**src/rtl/adder_operand_pairer.sv**
```systemverilog
// adder_operand_pairer: buffers two operand streams and issues aligned op1/op2/cin triples to the adder.
// Optional credit gating against the downstream result buffer: define ADDER_PAIRER_CREDIT_EN.
module adder_operand_pairer #(
    parameter int W       = 128,
    parameter int DEPTH   = 4,
    parameter int CREDITS = 8
) (
    input  logic         clk,
    input  logic         rstn,
    input  logic [W-1:0] a_data,
    input  logic         a_cin,
    input  logic         a_valid,
    output logic         a_ready,
    input  logic [W-1:0] b_data,
    input  logic         b_valid,
    output logic         b_ready,
    output logic [W-1:0] op1,
    output logic [W-1:0] op2,
    output logic         cin,
    output logic         valid_op1,
    output logic         valid_op2,
    input  logic         credit_ret,
    output logic [7:0]   credits,
    output logic         credit_err
);
    localparam int AW = $clog2(DEPTH);
    localparam logic [AW:0] ONE = (AW+1)'(1);

    logic [W:0]   mem_a_q [DEPTH];
    logic [W-1:0] mem_b_q [DEPTH];
    logic [AW:0]  wa_q, wa_d, ra_q, ra_d, wb_q, wb_d, rb_q, rb_d;
    logic [W-1:0] op1_q, op1_d, op2_q, op2_d;
    logic         cin_q, cin_d, vld_q, vld_d;
    logic         full_a, full_b, empty_a, empty_b, push_a, push_b, credit_ok, issue;
    logic [W:0]   head_a;

    assign full_a  = (wa_q[AW-1:0] == ra_q[AW-1:0]) && (wa_q[AW] != ra_q[AW]);
    assign full_b  = (wb_q[AW-1:0] == rb_q[AW-1:0]) && (wb_q[AW] != rb_q[AW]);
    assign empty_a = wa_q == ra_q;
    assign empty_b = wb_q == rb_q;
    assign a_ready = !full_a;
    assign b_ready = !full_b;
    assign push_a  = a_valid && !full_a;
    assign push_b  = b_valid && !full_b;
    assign issue   = !empty_a && !empty_b && credit_ok;
    assign head_a  = mem_a_q[ra_q[AW-1:0]];

    assign op1       = op1_q;
    assign op2       = op2_q;
    assign cin       = cin_q;
    assign valid_op1 = vld_q;
    assign valid_op2 = vld_q;

`ifdef ADDER_PAIRER_CREDIT_EN
    logic [7:0] credits_q, credits_d;
    logic       err_q, err_d;

    // Issue spends a credit, credit_ret refunds one; a refund into a full count is flagged sticky.
    always_comb begin
        credits_d = credits_q;
        err_d     = err_q;
        if (issue && !credit_ret)
            credits_d = credits_q - 8'd1;
        else if (!issue && credit_ret) begin
            if (credits_q == 8'(CREDITS))
                err_d = 1'b1;
            else
                credits_d = credits_q + 8'd1;
        end
    end

    // Credit state register.
    always_ff @(posedge clk) begin
        if (!rstn) begin
            credits_q <= 8'(CREDITS);
            err_q     <= 1'b0;
        end else begin
            credits_q <= credits_d;
            err_q     <= err_d;
        end
    end

    assign credit_ok  = credits_q != 8'd0;
    assign credits    = credits_q;
    assign credit_err = err_q;
`else
    logic unused_credit_ret;
    assign unused_credit_ret = credit_ret;
    assign credit_ok  = 1'b1;
    assign credits    = 8'(CREDITS);
    assign credit_err = 1'b0;
`endif

    // Pointer advance and output staging: both FIFOs pop together on issue.
    always_comb begin
        wa_d  = push_a ? wa_q + ONE : wa_q;
        wb_d  = push_b ? wb_q + ONE : wb_q;
        ra_d  = issue ? ra_q + ONE : ra_q;
        rb_d  = issue ? rb_q + ONE : rb_q;
        op1_d = issue ? head_a[W-1:0] : op1_q;
        cin_d = issue ? head_a[W] : cin_q;
        op2_d = issue ? mem_b_q[rb_q[AW-1:0]] : op2_q;
        vld_d = issue;
    end

    // Control and output registers.
    always_ff @(posedge clk) begin
        if (!rstn) begin
            wa_q  <= '0;
            ra_q  <= '0;
            wb_q  <= '0;
            rb_q  <= '0;
            op1_q <= '0;
            op2_q <= '0;
            cin_q <= 1'b0;
            vld_q <= 1'b0;
        end else begin
            wa_q  <= wa_d;
            ra_q  <= ra_d;
            wb_q  <= wb_d;
            rb_q  <= rb_d;
            op1_q <= op1_d;
            op2_q <= op2_d;
            cin_q <= cin_d;
            vld_q <= vld_d;
        end
    end

    // FIFO storage; contents need no reset since pointers define validity.
    always_ff @(posedge clk) begin
        if (push_a)
            mem_a_q[wa_q[AW-1:0]] <= {a_cin, a_data};
        if (push_b)
            mem_b_q[wb_q[AW-1:0]] <= b_data;
    end
endmodule
```
**config.mk**
```make
export PLATFORM = sky130hd
export DESIGN_NAME = adder_operand_pairer
export DESIGN_NICKNAME = d
export VERILOG_FILES = /design/src/rtl/adder_operand_pairer.sv
export SDC_FILE = /design/constraint.sdc
export NUM_CORES = 1
export LEC_CHECK = 0
export CAP_MARGIN = 20
export CORE_MARGIN = 2
export CORE_UTILIZATION = 40
export DETAILED_ROUTE_END_ITERATION = 16
export GPL_TIMING_DRIVEN = 0
export PLACE_DENSITY = 0.59
export SYNTH_ARGS = -nofsm -noshare
export SYNTH_HDL_FRONTEND = slang
export SYNTH_SLANG_ARGS = --single-unit
```
**constraint.sdc**
```tcl
create_clock -name clk -period 6.5 [get_ports clk]
set_clock_uncertainty 0.15 [all_clocks]
set_input_delay 1.3 -clock clk [delete_from_list [all_inputs] [get_ports clk]]
set_output_delay 1.3 -clock clk [all_outputs]
set_load 0.01 [all_outputs]
```
# ---- Yosys cells after proc, flatten, opt, wreduce, memory -nomap -nowiden
# Memory sizes are Yosys's and may differ from the RTL's. A register that Yosys moved wholly into a read port is not among the register bits.
# Index checks and enable logic that the tools add are counted.
dict set report word_totals {
  word_cells 32
  in_bits 262
  regBits 13
  memories 2
  output_inout_bits 270
  mem_bits_rw 1028
}
dict set report op_classes {
  reduce_logical 11
  muxes 4
  eq_ne 6
  add_sub_neg 4
}
# memory words width rd rd_clocked_by_memory_dff write_ports line_no
set mem_list {}
lappend mem_list {mem_a_q 4 129 1 1 1 29} ;# logic [W:0] mem_a_q [DEPTH];
lappend mem_list {mem_b_q 4 128 1 1 1 30} ;# logic [W-1:0] mem_b_q [DEPTH];
# cell count
set op_table {}
lappend op_table {{3-bit by 1-bit adder with 3-bit output (second input constant)} 4}
lappend op_table {{3-bit == test} 2}
lappend op_table {{1-bit logical NOT} 6}
lappend op_table {{1-bit logical AND} 5}
lappend op_table {{2-bit == test} 2}
lappend op_table {{1-bit 2-to-1 mux} 4}
lappend op_table {{1-bit != test} 2}

# ---- Depth between registers and ports, before layout
# Gate-level depths: netlist of run 1.
dict set report logic_depth {
  ltp_word 6
  depth_mapped 8
}

# ---- Worst setup path before layout of run 1
# OpenSTA, ideal clock, no wires.
dict set report synth_path {
  path_type {input port to flip-flop}
  start {input port a_valid}
  end {memory mem_a_q[0][0] (netlist bit), enable pin}
  t_required_ns 5.846
  setup_slack_ns 1.330
  arrival_ns 4.517
  path_stages 2
  path_buffers 0
  setup_time_ns 0.504
  path_cell_list {o31a_1 and2_1}
}
dict set report synth_between {
  elab_chain_cells 3
}
# element line_no
set synth_lines {}
lappend synth_lines {{start: declaration} 12} ;# input logic a_valid,
lappend synth_lines {{1-bit logical AND} 43} ;# assign push_a = a_valid && !full_a;
lappend synth_lines {{1-bit 2-to-1 mux} 131} ;# if (push_a)
lappend synth_lines {{1-bit 2-to-1 mux (implied by the code)} 132} ;# mem_a_q[wa_q[AW-1:0]] <= {a_cin, a_data};
lappend synth_lines {{end: declaration} 29}
# Every way passes these cells.

# ---- Final worst setup path of run 1
dict set report layout_path {
  start {register rb_q[0]}
  end {output port b_ready}
}
dict set report layout_between {
  elab_chain_cells 3
}
# element line_no
set layout_lines {}
lappend layout_lines {{start: declaration} 31} ;# logic [AW:0] wa_q, wa_d, ra_q, ra_d, wb_q, wb_d, rb_q, rb_d;
lappend layout_lines {{start signal: assignment} 121} ;# rb_q <= rb_d;
lappend layout_lines {{2-bit == test} 38} ;# assign full_b = (wb_q[AW-1:0] == rb_q[AW-1:0]) && (wb_q[AW] != rb_q[AW]);
lappend layout_lines {{1-bit logical AND} 38}
lappend layout_lines {{1-bit logical NOT} 42} ;# assign b_ready = !full_b;
lappend layout_lines {{end: declaration} 16} ;# output logic b_ready,
# Every way passes these cells.

==> out/metrics.yaml, run 1 <==
synthesis.area_sq_mm: 0.04741
tritoncts: "built"
synthDominantAreaCellType: "edfxtp_1"
worst-r2r-cell-count: 7
critical_path_class: "reg -> out"
cts_max_level: 4
yosysSeqAreaShare: 0.7651
gr-usage-all-layers: 0.2008
die_width_um: 348.3
postRouteAntennaNets: 0
synth.distinct_cells: 30
route.detailed.vias_per_inst: 5.390
final_hold_viol_count: 0
rsz0062_at_grt: "false"
holdPathStages: 2
static-leakage-power_nw: 18.78
std_cell_rows: 126
max_slew.worst_pin.slew_ns: 1.102
largest_net_degree_at_the_start_of_global_routing: 95
layout.cells.most_common_list: "edfxtp_1, clkdlybuf4s50_1, dfxtp_1"
totalWireLength_um: 122600
post_route_cells_drive_above_1_share: 0.1667
tritoncts.num_buffers: 136
final_util: 0.5067
power.ir.vdd_worst_uv: 254.0
fin_nets: 3576
initial_antenna_violation_count: 29
timing.hold.worst.class: "reg -> reg"
skew_pair_late_insertion_delay_ns: 0.74
worst_setup_path_startpoint: "rb_q[0]$_SDFFE_PN0P_"
regToRegStartpoint: "rb_q[1]$_SDFFE_PN0P_"
dr_total_vias: 26758
routedWlPerCell_um: 24.70
layout_worst_path_cycle_share: 0.6682
synthCells: 2620
yosys-top-cells-area: "edfxtp_1, mux4_2, dfxtp_1, a21oi_1, nand3_1"
clk_pin_slew_ns: 0.07
hold-path-endpoint: "op2[34]$_SDFFE_PN0P_"
yosysTopAreaCellShare: 0.6511
max_slew_margin: 0.2653
synth_area_per_cell_sq_um: 18.10
cts_root_buf: "clkbuf_16"
arrival_ns: 2.89
postCtsHoldBufs: 0
num_io_pins: 532
cts.repair_timing.setup_buffer_count: 0
power.density_cell_area_mw_per_mm2: 413.6
dieArea_sq_mm: 0.1213
first_global_vias: 27621
global_route.overflow_total: 0
first_pass_iters: 5
post-place-cells: 4702
worst_hold_startpoint: "op2[34]$_SDFFE_PN0P_"
detail_route.drc_violations: 0
last_weighted_congestion_value_of_the_routability_driven_placer: 0.8358
post_cts_resized: 0
yosys_warnings: 0
cts-root-to-sink-buffers: 3
area_delta_synth_final_pct: 25.86
initial_utilization: 0.4026
stdcell_count: 4964
totalNegativeSetupSlack_ns: 0
totalPowerFinal_mw: 24.68
drtIter0Drc: 2129
report.final.slew_viol_count: 0
setup_viol: 0
outcome: "completed"
post-dp-hpwl_um: 83140
grt_pass1_wl_um: 180200
post-route-min-period_ns: 4.343
worst_ep_required_time_ns: 5.05
critical_path_launch_point_type: "flip-flop"
max_capacitance_violation_total: 0
io_buffers: 521
critical_path.reg2reg.endpoint: "op1[43]$_SDFFE_PN0P_"
core-area_sq_mm: 0.1178
critPathCaptureType: "primary output"
critical_path_maximum_fanout: 10
fmaxAchievable_mhz: 230.3
mostFrequentLayoutCell: "edfxtp_1"
die_height_um: 348.3
synth.ff_latch_count: 1298
clock-sinks: 1298
setup.reg_to_reg.worst_slack_ns: 3.20
[registers in the layout, summed over array words and instances, names as in the netlist]
name and count:
valid_op1 1, op2 128, wa_q 3, mem_b_q 512
rb_q 3, wb_q 3, ra_q 3, op1 128
mem_a_q 516, cin 1
[kinds of logic after synthesis]
family / count (synthesis) / synth area share
other: 2 / 0.0001584
AOI/OAI and AO/OA: 532 / 0.05666
buffers and inverters: 224 / 0.02056
muxes: 257 / 0.1221
xor gates and xnor gates: 13 / 0.002402
and+or+nand+nor: 284 / 0.03035
adders and majority gates: 10 / 0.002639
DFF: 1298 / 0.7651
[worst max-delay path: stages (launching register included)]
cell	delay [ns]
dfxtp_1	0.33
buf_2	0.27
buf_2	0.48
xor2_1	0.17
or3_1	0.34
clkdlybuf4s50_1	0.57
[final cells by class]
cell class	instances	area, sq um
antenna	8	20.02
buffer	215	940.9
clock buffer	182	3759
clock inverter	72	853.3
fill	9530	58100
inverter	9	48.80
multi-input combinational	1105	10200
sequential	1298	36270
tap	1536	1922
timing repair buffer	539	5649
[cell usage after synthesis]
library cell,count
and3_1,1
nand3_1,262
buf_4,11
o311ai_0,2
a21oi_1,262
a31oi_1,1
xor2_1,7
nor3_1,1
nor3_2,1
inv_1,8
inv_2,1
nand2_1,1
clkbuf_1,129
xnor2_1,6
buf_1,11
or4_1,2
or3_1,4
o31ai_1,3
dfxtp_1,270
and2_1,6
edfxtp_1,1028
mux4_2,257
buf_6,2
o31a_1,2
ha_1,10
buf_2,62
o21ai_0,262
nor2_1,5
conb_1,2
nand4_1,1
[through the flow]
stage	instance area (sq um)	worst slack (ns)	hold slack, ns
detailed placement	55040	2.513	0.3169
global route	59660	1.963	0.3522
global placement	54570	-1.980	0.3082
floorplan	47440	1.330	0.3143
finish	59670	2.157	0.3257
CTS	59650	2.009	0.3250
[worst max-delay path by stage]
stage,to,depth (start not counted)
2_1_floorplan,mem_a_q[0][0]$_DFFE_PP_,2
3_3_place_gp,mem_b_q[1][102]$_DFFE_PP_,3
3_5_place_dp,mem_a_q[0][30]$_DFFE_PP_,5
4_1_cts,b_ready,5
5_1_grt,b_ready,5
6_report,b_ready,5
[routing by layer]
layer | vias up | global-route usage | share of wire
li1 | 11873 | - | -
met1 | 13767 | 0.2590 | 0.40
met2 | 855 | 0.3261 | 0.49
met3 | 223 | 0.06150 | 0.085
met4 | 40 | 0.06220 | 0.024
met5 | - | 0 | 0.0020
[report_power, final]
part           leakage [nW]  switching (mW)  internal, mW
Combinational          4.91            3.88          2.70
Sequential             11.6           0.360          9.83
Clock                  2.23            3.24          4.67
Total                  18.8            7.48          17.2
(Power assumes the default switching activity.)
==> inputs of run 2 (changes only) <==
clock period = 4.25 ns   (was 6.5 ns; I/O delays follow)
==> run 2 against run 1 <==
Final cell count is essentially flat. First-iteration DRC count shrank 3.3%. Clock power increased by 47%. Critical path type unchanged. Worst hold slack got worse by 0.0013 ns. Routed wire length decreased by 0.75%. Largest cell class unchanged.
==> out/metrics.yaml, run 2 (same netlist as run 1, synthesis figures left out) <==
regToRegStartpoint: "rb_q[0]$_SDFFE_PN0P_"
critical_path_maximum_fanout: 11  # +1
stdcell_count: 4962  # -0.040%
post_cts_resized: 0  # unchanged
holdPathStages: 2  # unchanged
pre_cts_ws_ns: 0.6709  # -1.842 ns
num_io_pins: 532  # unchanged
critPathCaptureType: "primary output"
worst_ep_required_time_ns: 3.25  # -1.80 ns
final_hold_viol_count: 0  # unchanged
routedWlPerCell_um: 24.53  # -0.71%
postRouteAntennaNets: 0  # unchanged
clock-sinks: 1298  # unchanged
layout_worst_path_cycle_share: 0.9313
core-area_sq_mm: 0.1178  # unchanged
gr-usage-all-layers: 0.1993  # -0.001457
max_slew.worst_pin.slew_ns: 1.168  # +0.06563 ns
critical_path.reg2reg.endpoint: "mem_b_q[3][61]$_DFFE_PP_"
worst_hold_startpoint: "op1[12]$_SDFFE_PN0P_"
fmaxAchievable_mhz: 252.6
setup_viol: 0  # unchanged
tritoncts: "built"
global_route.overflow_total: 0  # unchanged
initial_utilization: 0.4026  # unchanged
die_width_um: 348.3  # unchanged
tritoncts.num_buffers: 137  # +0.74%
post_route_cells_drive_above_1_share: 0.1655  # -0.001121
mostFrequentLayoutCell: "edfxtp_1"
post-place-cells: 4704  # +0.043%
critical_path_class: "reg -> out"
first_global_vias: 27637  # +0.058%
final.fill_count: 9579  # +0.51%
largest_reg_flops: 516  # unchanged
max_capacitance_violation_total: 0  # unchanged
layout_setup_ws_ns: 0.2919  # -1.865 ns
report.final.slew_viol_count: 0  # unchanged
postCtsHoldBufs: 0  # unchanged
post-dp-hpwl_um: 82480  # -0.79%
final-seq-area_sq_mm: 0.03627  # unchanged
final.hold.worst_slack_ns: 0.3244  # -0.001257 ns
cts-root-to-sink-buffers: 3  # unchanged
static-leakage-power_nw: 18.75  # -0.16%
dr_total_vias: 26672  # -0.32%
area_delta_synth_final_pct: 25.53
io_buffers: 521  # unchanged
grt_pass1_wl_um: 178100  # -1.2%
totalWireLength_um: 121700  # -0.75%
arrival_ns: 2.96  # +0.07 ns
detail_route.drc_violations: 0  # unchanged
setup.reg_to_reg.worst_slack_ns: 0.97  # -2.23 ns
cts_root_buf: "clkbuf_16"
cts_max_level: 4  # unchanged
skew_pair_late_insertion_delay_ns: 0.73  # about the same
layout.cells.most_common_list: "edfxtp_1, clkdlybuf4s50_1, dfxtp_1"
hold-path-endpoint: "op1[12]$_SDFFE_PN0P_"
power.ir.vdd_worst_uv: 352.3  # +39%
drtIter0Drc: 2059  # -3.3%
std_cell_rows: 126  # unchanged
clk_pin_slew_ns: 0.06  # about the same
max_slew_margin: 0.2215  # -0.04375
rsz0062_at_grt: "false"
cts.repair_timing.setup_buffer_count: 0  # unchanged
outcome: "completed"
dieArea_sq_mm: 0.1213  # unchanged
worst-r2r-cell-count: 7  # unchanged
power.density_cell_area_mw_per_mm2: 624.3  # +51%
timing.hold.worst.class: "reg -> reg"
multi_input_comb_area_sq_mm: 0.01020  # unchanged
fin_nets: 3579  # +0.084%
last_weighted_congestion_value_of_the_routability_driven_placer: 0.8367  # +0.11%
critical_path_launch_point_type: "flip-flop"
initial_antenna_violation_count: 39  # +34%
first_pass_iters: 5  # unchanged
largest_net_degree_at_the_start_of_global_routing: 87  # -8.4%
die_height_um: 348.3  # unchanged
totalNegativeSetupSlack_ns: 0  # unchanged
route.detailed.vias_per_inst: 5.375  # -0.28%
post-route-min-period_ns: 3.958
## run 2: layer usage
metal,up-vias,routed length [um],global-route usage
met1,13636,47950,0.2453
met3,244,10920,0.07104
met2,864,58740,0.3250
met5,-,425,0
li1,11862,-,-
met4,66,3676,0.07103
## run 2: power by group
| group | internal [mW] | switching (mW) | leakage (nW) |
|---|---|---|---|
| clock | 6.81 | 4.82 | 2.18 |
| combinational | 4.15 | 5.81 | 4.93 |
| sequential | 15.0 | 0.524 | 11.6 |
| total | 26.0 | 11.2 | 18.8 |
## run 2: metrics by stage
step                      cell area [sq um]  power, mW    util
after global placement                54580      25.69  0.4635
after CTS                             59500      37.59  0.5052
after detailed placement              55070      25.91  0.4676
after floorplan                       47440      21.36       -
after global routing                  59500      38.89  0.5052
final                                 59510      37.15  0.5054
## run 2: worst max-delay path by stage
stage	from	to	slack, ns	depth (start not counted)
finish	rb_q[0]$_SDFFE_PN0P_	b_ready	0.29	5
global route	rb_q[0]$_SDFFE_PN0P_	b_ready	0.14	5
CTS	rb_q[0]$_SDFFE_PN0P_	b_ready	0.21	5
detailed placement	rstn	op2[57]$_SDFFE_PN0P_	0.67	5
global placement	a_valid	mem_a_q[3][23]$_DFFE_PP_	-2.85	3
floorplan	a_valid	mem_a_q[3][0]$_DFFE_PP_	0.06	2
## run 2: layout make-up
cell class                 count  area share
multi-input combinational   1105      0.1714
buffer                       215     0.01581
inverter                       9   0.0008199
timing repair buffer         541     0.09549
clock inverter                52    0.006980
antenna                        7   0.0002943
sequential                  1298      0.6095
tap                         1536     0.03229
clock buffer                 199     0.06738
## run 2: worst max-delay path, cell delays in order (launching register included)
cell	delay (ns)
dfxtp_1	0.33
buf_2	0.28
buf_2	0.49
xor2_1	0.17
or3_1	0.34
clkdlybuf4s50_1	0.63
